[config.mk]
export PLATFORM = sky130hd
export DESIGN_NAME = aes_sub_shift
export DESIGN_NICKNAME = d
export VERILOG_FILES = /design/src/rtl/aes_sub_shift.sv
export SDC_FILE = /design/constraint.sdc
export NUM_CORES = 1
export LEC_CHECK = 0
export ABC_AREA = 1
export CAP_MARGIN = 20
export CORE_UTILIZATION = 25
export DETAILED_ROUTE_END_ITERATION = 10
export HOLD_SLACK_MARGIN = 0.12
export PLACE_DENSITY = 0.5
export SKIP_LAST_GASP = 1
export SYNTH_ARGS = -nofsm -noshare
export SYNTH_HDL_FRONTEND = slang
export SYNTH_SLANG_ARGS = --single-unit
[constraint.sdc]
create_clock -name clk_i -period 7.14 [get_ports clk_i]
set_clock_uncertainty 0.05 [all_clocks]
set_input_delay 1.428 -clock clk_i [delete_from_list [all_inputs] [get_ports clk_i]]
set_output_delay 1.428 -clock clk_i [all_outputs]
set_load 0.005 [all_outputs]
[src/rtl/aes_sub_shift.sv]
// AES SubBytes + ShiftRows stage: iterates over the 16 state bytes SBOXES at a time
// through shared forward S-boxes, then applies ShiftRows and pulses done_o for MixColumns.
module aes_sub_shift #(
  parameter int SBOXES = 4
) (
  input  logic         clk_i,
  input  logic         rst_n,
  input  logic         en_i,
  input  logic [127:0] state_i,
  input  logic         last_round_i,
  output logic [127:0] state_o,
  output logic         done_o,
  output logic         last_round_o,
  output logic         busy_o
);

  localparam int N  = 16 / SBOXES;
  localparam int CW = (N > 1) ? $clog2(N) : 1;

  typedef enum logic {IDLE, SUB} fsm_t;

  // FIPS-197 forward S-box, row = high nibble, column = low nibble.
  localparam logic [7:0] SBOX_TBL [256] = '{
    8'h63, 8'h7c, 8'h77, 8'h7b, 8'hf2, 8'h6b, 8'h6f, 8'hc5, 8'h30, 8'h01, 8'h67, 8'h2b, 8'hfe, 8'hd7, 8'hab, 8'h76,
    8'hca, 8'h82, 8'hc9, 8'h7d, 8'hfa, 8'h59, 8'h47, 8'hf0, 8'had, 8'hd4, 8'ha2, 8'haf, 8'h9c, 8'ha4, 8'h72, 8'hc0,
    8'hb7, 8'hfd, 8'h93, 8'h26, 8'h36, 8'h3f, 8'hf7, 8'hcc, 8'h34, 8'ha5, 8'he5, 8'hf1, 8'h71, 8'hd8, 8'h31, 8'h15,
    8'h04, 8'hc7, 8'h23, 8'hc3, 8'h18, 8'h96, 8'h05, 8'h9a, 8'h07, 8'h12, 8'h80, 8'he2, 8'heb, 8'h27, 8'hb2, 8'h75,
    8'h09, 8'h83, 8'h2c, 8'h1a, 8'h1b, 8'h6e, 8'h5a, 8'ha0, 8'h52, 8'h3b, 8'hd6, 8'hb3, 8'h29, 8'he3, 8'h2f, 8'h84,
    8'h53, 8'hd1, 8'h00, 8'hed, 8'h20, 8'hfc, 8'hb1, 8'h5b, 8'h6a, 8'hcb, 8'hbe, 8'h39, 8'h4a, 8'h4c, 8'h58, 8'hcf,
    8'hd0, 8'hef, 8'haa, 8'hfb, 8'h43, 8'h4d, 8'h33, 8'h85, 8'h45, 8'hf9, 8'h02, 8'h7f, 8'h50, 8'h3c, 8'h9f, 8'ha8,
    8'h51, 8'ha3, 8'h40, 8'h8f, 8'h92, 8'h9d, 8'h38, 8'hf5, 8'hbc, 8'hb6, 8'hda, 8'h21, 8'h10, 8'hff, 8'hf3, 8'hd2,
    8'hcd, 8'h0c, 8'h13, 8'hec, 8'h5f, 8'h97, 8'h44, 8'h17, 8'hc4, 8'ha7, 8'h7e, 8'h3d, 8'h64, 8'h5d, 8'h19, 8'h73,
    8'h60, 8'h81, 8'h4f, 8'hdc, 8'h22, 8'h2a, 8'h90, 8'h88, 8'h46, 8'hee, 8'hb8, 8'h14, 8'hde, 8'h5e, 8'h0b, 8'hdb,
    8'he0, 8'h32, 8'h3a, 8'h0a, 8'h49, 8'h06, 8'h24, 8'h5c, 8'hc2, 8'hd3, 8'hac, 8'h62, 8'h91, 8'h95, 8'he4, 8'h79,
    8'he7, 8'hc8, 8'h37, 8'h6d, 8'h8d, 8'hd5, 8'h4e, 8'ha9, 8'h6c, 8'h56, 8'hf4, 8'hea, 8'h65, 8'h7a, 8'hae, 8'h08,
    8'hba, 8'h78, 8'h25, 8'h2e, 8'h1c, 8'ha6, 8'hb4, 8'hc6, 8'he8, 8'hdd, 8'h74, 8'h1f, 8'h4b, 8'hbd, 8'h8b, 8'h8a,
    8'h70, 8'h3e, 8'hb5, 8'h66, 8'h48, 8'h03, 8'hf6, 8'h0e, 8'h61, 8'h35, 8'h57, 8'hb9, 8'h86, 8'hc1, 8'h1d, 8'h9e,
    8'he1, 8'hf8, 8'h98, 8'h11, 8'h69, 8'hd9, 8'h8e, 8'h94, 8'h9b, 8'h1e, 8'h87, 8'he9, 8'hce, 8'h55, 8'h28, 8'hdf,
    8'h8c, 8'ha1, 8'h89, 8'h0d, 8'hbf, 8'he6, 8'h42, 8'h68, 8'h41, 8'h99, 8'h2d, 8'h0f, 8'hb0, 8'h54, 8'hbb, 8'h16
  };

  function automatic logic [7:0] sbox(input logic [7:0] b);
    return SBOX_TBL[b];
  endfunction

  // Row r rotates left by r columns: out[r][c] = in[r][(c+r) mod 4].
  function automatic logic [127:0] shift_rows(input logic [127:0] s);
    logic [127:0] res;
    res = '0;
    for (int c = 0; c < 4; c++) begin
      for (int r = 0; r < 4; r++) begin
        res[127 - 32*c - 8*r -: 8] = s[127 - 32*((c + r) % 4) - 8*r -: 8];
      end
    end
    return res;
  endfunction

  fsm_t          fsm_q, fsm_d;
  logic [CW-1:0] cnt_q;
  logic [127:0]  in_buf_q;
  logic [127:0]  sub_buf_q;
  logic          lr_q;
  logic [127:0]  merged;
  logic          last_grp;

  assign last_grp = (cnt_q == CW'(N - 1));
  assign busy_o   = (fsm_q != IDLE);

  // NOTE: every combinational output gets a default before any branch, so no path
  // leaves it unassigned and no latch is inferred.
  always_comb begin
    fsm_d = fsm_q;
    unique case (fsm_q)
      IDLE:    if (en_i) fsm_d = SUB;
      SUB:     if (last_grp) fsm_d = IDLE;
      default: fsm_d = IDLE;
    endcase
  end

  // Current byte group substituted into the partially built result; the S-box
  // lookups in this loop are the SBOXES shared instances.
  always_comb begin
    merged = sub_buf_q;
    for (int j = 0; j < SBOXES; j++) begin
      merged[127 - 8*(int'(cnt_q)*SBOXES + j) -: 8] =
        sbox(in_buf_q[127 - 8*(int'(cnt_q)*SBOXES + j) -: 8]);
    end
  end

  // NOTE: sequential state uses non-blocking assignments so every register samples
  // pre-edge values regardless of statement order.
  always_ff @(posedge clk_i or negedge rst_n) begin
    if (!rst_n) fsm_q <= IDLE;
    else        fsm_q <= fsm_d;
  end

  // NOTE: the block buffers are plain registers, not RAM, so they are cleared by reset
  // along with the control state; a reset mid-block leaves no stale data behind.
  always_ff @(posedge clk_i or negedge rst_n) begin
    if (!rst_n) begin
      cnt_q        <= '0;
      in_buf_q     <= '0;
      sub_buf_q    <= '0;
      lr_q         <= 1'b0;
      state_o      <= '0;
      done_o       <= 1'b0;
      last_round_o <= 1'b0;
    end else begin
      done_o <= 1'b0;
      unique case (fsm_q)
        IDLE: begin
          if (en_i) begin
            in_buf_q <= state_i;
            lr_q     <= last_round_i;
            cnt_q    <= '0;
          end
        end
        SUB: begin
          sub_buf_q <= merged;
          if (last_grp) begin
            state_o      <= shift_rows(merged);
            last_round_o <= lr_q;
            done_o       <= 1'b1;
            cnt_q        <= '0;
          end else begin
            cnt_q <= cnt_q + 1'b1;
          end
        end
        default: cnt_q <= '0;
      endcase
    end
  end

endmodule

---- Word level (Yosys, flattened, before mapping) ----
Memories as Yosys holds them, arrays and structs flattened.
Index checks and enable logic that the tools add are counted.
cells by class
  add/subtract/negate cells ............... 12
  equality and inequality tests ........... 2
  $mul .................................... 0
  shift-type cells ........................ 12
  bitwise gates (word level) .............. 5
  order comparisons ....................... 4
  reduce and logical (&&, ||, !) cells .... 2
  div/mod/pow operators ................... 0
  multiplexer cells ....................... 20
operators with widths
  cell                      count
  $shift 8x33->135 const A  4
  $shiftx 8x33->135         4
  $bwmux 128                4
  $shiftx 135x9->8          3
  $shiftx 135x8->8          1
  $neg 9->33                3
  $mux 8                    8
  $ge 9x9->1 const B        4
  $not 8->9                 4
  $neg 8->33                1
  $sub 7x8->9 const A       3
  $add 4x2->5 const B       2
  $sub 7x7->8 const A       1
  $add 4x1->5 const B       1
  $mux 1                    4
  $mux 2                    2
  $pmux 2 s2                1
  $reduce_and 2->1          2
  $add 2x1->2 const B       1
  $eq 2x2->1 const B        1
  $ne 2x2->1 const B        1
  $pmux 1 s2                1
  $not 1->1                 1
storage, ports and cells
  flip-flop bits (word level) ............. 390
  latch bits .............................. 0
  logic and storage cells ................. 69
  bits in read-only memories .............. 8192
  memories ................................ 4
  bits of input ports ..................... 132
  bits in writable memories ............... 0
  output and inout port bits .............. 131
memories
  name             words  bits a word  rd ports  clocked after memory_dff  write ports  line  RTL
  (no name shown)  256    8            1         0                         0            43    return SBOX_TBL[b];
  (no name shown)  256    8            1         0                         0            43
  (no name shown)  256    8            1         0                         0            43
  (no name shown)  256    8            1         0                         0            43

---- Depth between registers and ports, before layout ----
  depth in word-level cells ............... 11
  mapped depth ............................ 24
  gate-level depth less buffers ........... 21

---- Least setup slack after synthesis ----
OpenSTA, ideal clock, no wires.
  kind .................................... flip-flop to flip-flop
  start ................................... register cnt_q[0]
  end ..................................... register state_o[106]
  data arrival time ....................... 2692 ps
  cell stages (with the launch flop) ...... 22
  required time ........................... 7024 ps
  library setup time ...................... 66 ps
  path slack .............................. 4332 ps
  clock period less this slack ............ 2808 ps
  buffers on the path ..................... 4
  cell sequence ........................... dfrtp_1 -> buf_4 -> inv_4 -> buf_6 -> buf_6 -> nand2_1 -> nand3_1 -> nand2_2 -> ha_1 -> inv_1 -> nand3_1 -> clkbuf_1 -> nand3_1 -> nand3_1 -> nand3_1 -> nand3_1 -> nand3_1 -> nand2_1 -> nand3_1 -> nand2_1 -> nand2_1 -> nand2_1
on the way
  word-level cells in the longest chain between the ends .. 11
  elaborated cells between the ends (all ways) .. 45
  classes of those cells .................. add/sub (11); eq/ne (1); shift (12); mux (12); bitwise (4); reduce/logical (1); memory (4)
ends and longest elaborated chain
  item                                                                      line    RTL
  from (decl)                                                               59      logic [CW-1:0] cnt_q;
  from (signal assigned)                                                    126     cnt_q <= cnt_q + 1'b1;
  $add 4x1->5 / $sub 7x7->8 (equally long branches)                         85, 86
  $sub 7x8->9 / $shiftx 135x8->8 (equally long branches)                    85, 86
  $shiftx 135x9->8 / $not 8->9 (equally long branches)                      86, 43
  $not 8->9 (implied by the code) / $mem_v2 256x8 (equally long branches)   n/a
  $mem_v2 256x8 / $mux 8 (equally long branches)                            n/a
  $mux 8 (implied by the code)                                              43
  $mux 8 (implied by the code) / $shiftx 8x33->135 (equally long branches)  43, 85
  $shiftx 8x33->135 / $bwmux 128 (equally long branches)                    85      merged[127 - 8*(int'(cnt_q)*SBOXES + j) -: 8] =
  $bwmux 128 (3 in series)                                                  85
  to (signal assigned)                                                      121     state_o <= shift_rows(merged);
  to (decl)                                                                 11      output logic [127:0] state_o,
Parallel ways exist; a longest one is shown, timed or not. The select of a mux whose other input is x is not followed.
A chain may end at the register's enable or synchronous reset.

---- Worst setup path after layout ----
  start ................................... register cnt_q[0]
  end ..................................... register state_o[57]
The elaborated chain is that of the path after synthesis.

==> impl_metrics.env <==
export IMPL_seq_area_sq_um=8967
export IMPL_drive_gt1_frac=0.07740
export IMPL_ys_ff_latch=358
export IMPL_synthesis_area_sq_um=28270
export IMPL_ant_nets=0
export IMPL_period_needed_ns=4.854
export IMPL_min_delay_path_class="flip-flop to flip-flop"
export IMPL_finalHoldViolCount=0
export IMPL_die_h_um=338.3
export IMPL_cp_max_fo=70
export IMPL_grt_usage=0.2268
export IMPL_path_class="flip-flop to flip-flop"
export IMPL_num_vias=32400
export IMPL_synth_area_top_cells="dfrtp_1 32%, nand2_1 23%, nand3_1 21%, mux2_2 3.9%, ha_1 2.7%"
export IMPL_worst_ep_arrival_time_ns=5.38
export IMPL_synth_top_family_by_area="simple AND/OR/NAND/NOR gates"
export IMPL_crit_chain="inv_4 -> buf_4 -> nand2_1 -> nand3_2 -> nand2_4 -> nand2_1 -> nand3_1 -> nand3_1 -> nand3_1 -> nand3_1 -> nand3_1 -> nand2_1 -> nand3_1 -> nand2_1 -> nand2_1 -> nand2_1"
export IMPL_ctsResizeCount=0
export IMPL_dp_hpwl_um=90090
export IMPL_final_max_slew_viol_count=0
export IMPL_design_core_area_sq_um=111400
export IMPL_maxSlewHeadroom=0.2438
export IMPL_routed_via_density=5.426
export IMPL_finish_instance_area_sq_um=33280
export IMPL_start_util=0.2537
export IMPL_drc=0
export IMPL_fin_nets=4639
export IMPL_placed_cell_area_sq_um=31660
export IMPL_tns_ns=0
export IMPL_rows=122
export IMPL_cp_slowest_cell="buf_4"
export IMPL_diodes=0
export IMPL_wire_per_inst_um=22.55
export IMPL_ctsHoldBuffers=0
export IMPL_antenna_found_initial=2
export IMPL_setup_viol=0
export IMPL_start_kind="flip-flop"
export IMPL_overflow=0
export IMPL_synthCells=4397
export IMPL_synth_top_area_cell="dfrtp_1"
export IMPL_cts_root_buf="clkbuf_16"
export IMPL_synth_fa_ha_area_frac=0.02656
export IMPL_grt_setup_unrepaired="false"
export IMPL_syn2layout_area_growth_pct=17.75
export IMPL_fin_util=0.2987
export IMPL_cp_required_ns=7.67
export IMPL_multiInputGateArea_sq_um=17300
export IMPL_worst_pin_slew_ns=1.133
export IMPL_max_cap_violations=0
export IMPL_syn_nets=4589
export IMPL_timing_final_crit_share=0.6798
export IMPL_final_common_cell="nand2_1"
export IMPL_status="completed"
export IMPL_ys_types=36
export IMPL_fin_ws_ns=2.286
export IMPL_ios=263
export IMPL_clock_sinks=358
export IMPL_synth_simple_area_share=0.5078
export IMPL_cts_clk_slew_worst_paths_ns=0.06
export IMPL_synthMuxAreaShare=0.03904
export IMPL_ys_warn_count=0
export IMPL_cts_setup_buffers=0
export IMPL_finalWirelength_um=134600
export IMPL_cpPeakStageDelay_ns=0.79
export IMPL_numCtsBuffers=46
export IMPL_drtPass1Iterations=6
export IMPL_ys_seq_area_frac=0.3169
export IMPL_post_place_ws_ns=2.367
export IMPL_dieWidth_um=338.3
export IMPL_dieArea_sq_um=114400
export IMPL_synthArstFlopShare=1.000
export IMPL_synth_xor_area_frac=0
export IMPL_synth_compound_area_frac=0.03621
export IMPL_clock_path_buffers=3
export IMPL_synth_edff_count=0
export IMPL_cts_tree="yes"
export IMPL_globalplace_congestion=1.001
export IMPL_drtIter0Drc=4566
export IMPL_fillers=12440
export IMPL_grt_max_degree=146
export IMPL_critical_path_endpoint_type="flip-flop"
export IMPL_portBuffers=262
export IMPL_synth_avg_cell_area_sq_um=6.428
export IMPL_h_tree_depth=2
export IMPL_synthFlopType="dfrtp_1"
export IMPL_final_cell_mix="1,749 x nand2_1, 1,194 x nand3_1, 355 x dfrtp_1, 261 x clkdlybuf4s50_1, 117 x inv_1"
export IMPL_fmax_mhz=206.0
export IMPL_grt_pass1_wl_um=202500
export IMPL_clk_insertion_delay_late_ns=0.66
export IMPL_yosys_area_top_type_share=0.3169
export IMPL_grt_pass1_vias=30740
-- logic make-up after synthesis --
family | count (synthesis)
DFF | 358
and+or+nand+nor | 3266
AOI/OAI and AO/OA | 171
muxes | 98
adders and majority gates | 60
buffers and inverters | 444
-- layer usage --
| layer | GRT usage | wire length, um | up-vias | share of wire |
|---|---|---|---|---|
| met5 | 0 | 8 | - | 0.000059 |
| met4 | 0.1064 | 6866 | 2 | 0.051 |
| met3 | 0.04139 | 11940 | 337 | 0.089 |
| met2 | 0.3482 | 59330 | 1869 | 0.44 |
| met1 | 0.3062 | 56480 | 15450 | 0.42 |
| li1 | - | - | 14750 | - |
-- state kept, by name, summed over array words and instances (netlist names) --
register,flops
busy_o,1
cnt_q,2
done_o,1
in_buf_q,128
last_round_o,1
lr_q,1
state_o,128
sub_buf_q,96
-- path summary, 6_finish.rpt --
check                                   startpoint                       to  slack [ns]  depth (start not counted)
max                           cnt_q[0]$_DFFE_PN0P_  state_o[57]$_DFFE_PN0P_        2.29                         16
min                        state_o[65]$_DFFE_PN0P_  state_o[65]$_DFFE_PN0P_        0.43                          2
max reg2reg                   cnt_q[0]$_DFFE_PN0P_  state_o[57]$_DFFE_PN0P_        2.29                         16
min reg2reg                state_o[65]$_DFFE_PN0P_  state_o[65]$_DFFE_PN0P_        0.43                          2
max in group asynchronous                    rst_n     cnt_q[0]$_DFFE_PN0P_        4.76                          2
min in group asynchronous                    rst_n  state_o[11]$_DFFE_PN0P_        0.74                          1
-- final cells by class --
type,count,area share
timing repair buffer,308,0.09180
clock buffer,58,0.03865
inverter,138,0.01571
multi-input combinational,3595,0.5198
tap,1488,0.05594
sequential,358,0.2694
clock inverter,26,0.008647
-- worst max-delay path, delay by kind of cell, from the launching register on --
kind | cells | cell delay, ns
buf+inv | 2 | 1.32
flops | 1 | 0.63
simple gates | 14 | 2.77
-- stage by stage --
| stage | hold slack [ns] | std cells |
|---|---|---|
| floorplan | 0.3992 | 4397 |
| global placement | 0.4108 | 5885 |
| detailed placement | 0.4144 | 5885 |
| CTS | 0.4310 | 5969 |
| global route | 0.4446 | 5971 |
| finish | 0.4263 | 5971 |
-- Yosys cell counts, types with 9 or more instances --
| library cell | n |
|---|---|
| nand2_1 | 1759 |
| a21oi_1 | 98 |
| nand3_1 | 1194 |
| o21ai_1 | 11 |
| nand3_2 | 10 |
| inv_2 | 19 |
| nand4_1 | 103 |
| nor2_1 | 112 |
| buf_2 | 125 |
| dfrtp_1 | 358 |
| buf_6 | 18 |
| or2_2 | 17 |
| mux2_2 | 98 |
| inv_1 | 117 |
| or2_1 | 10 |
| nand3b_1 | 9 |
| o21ai_0 | 40 |
| buf_4 | 31 |
| clkbuf_1 | 88 |
| nand2_2 | 42 |
| ha_1 | 60 |
| buf_1 | 44 |
Power is not shown: default switching activity piles up to over one toggle a cycle in this logic, so the estimate is an artifact.
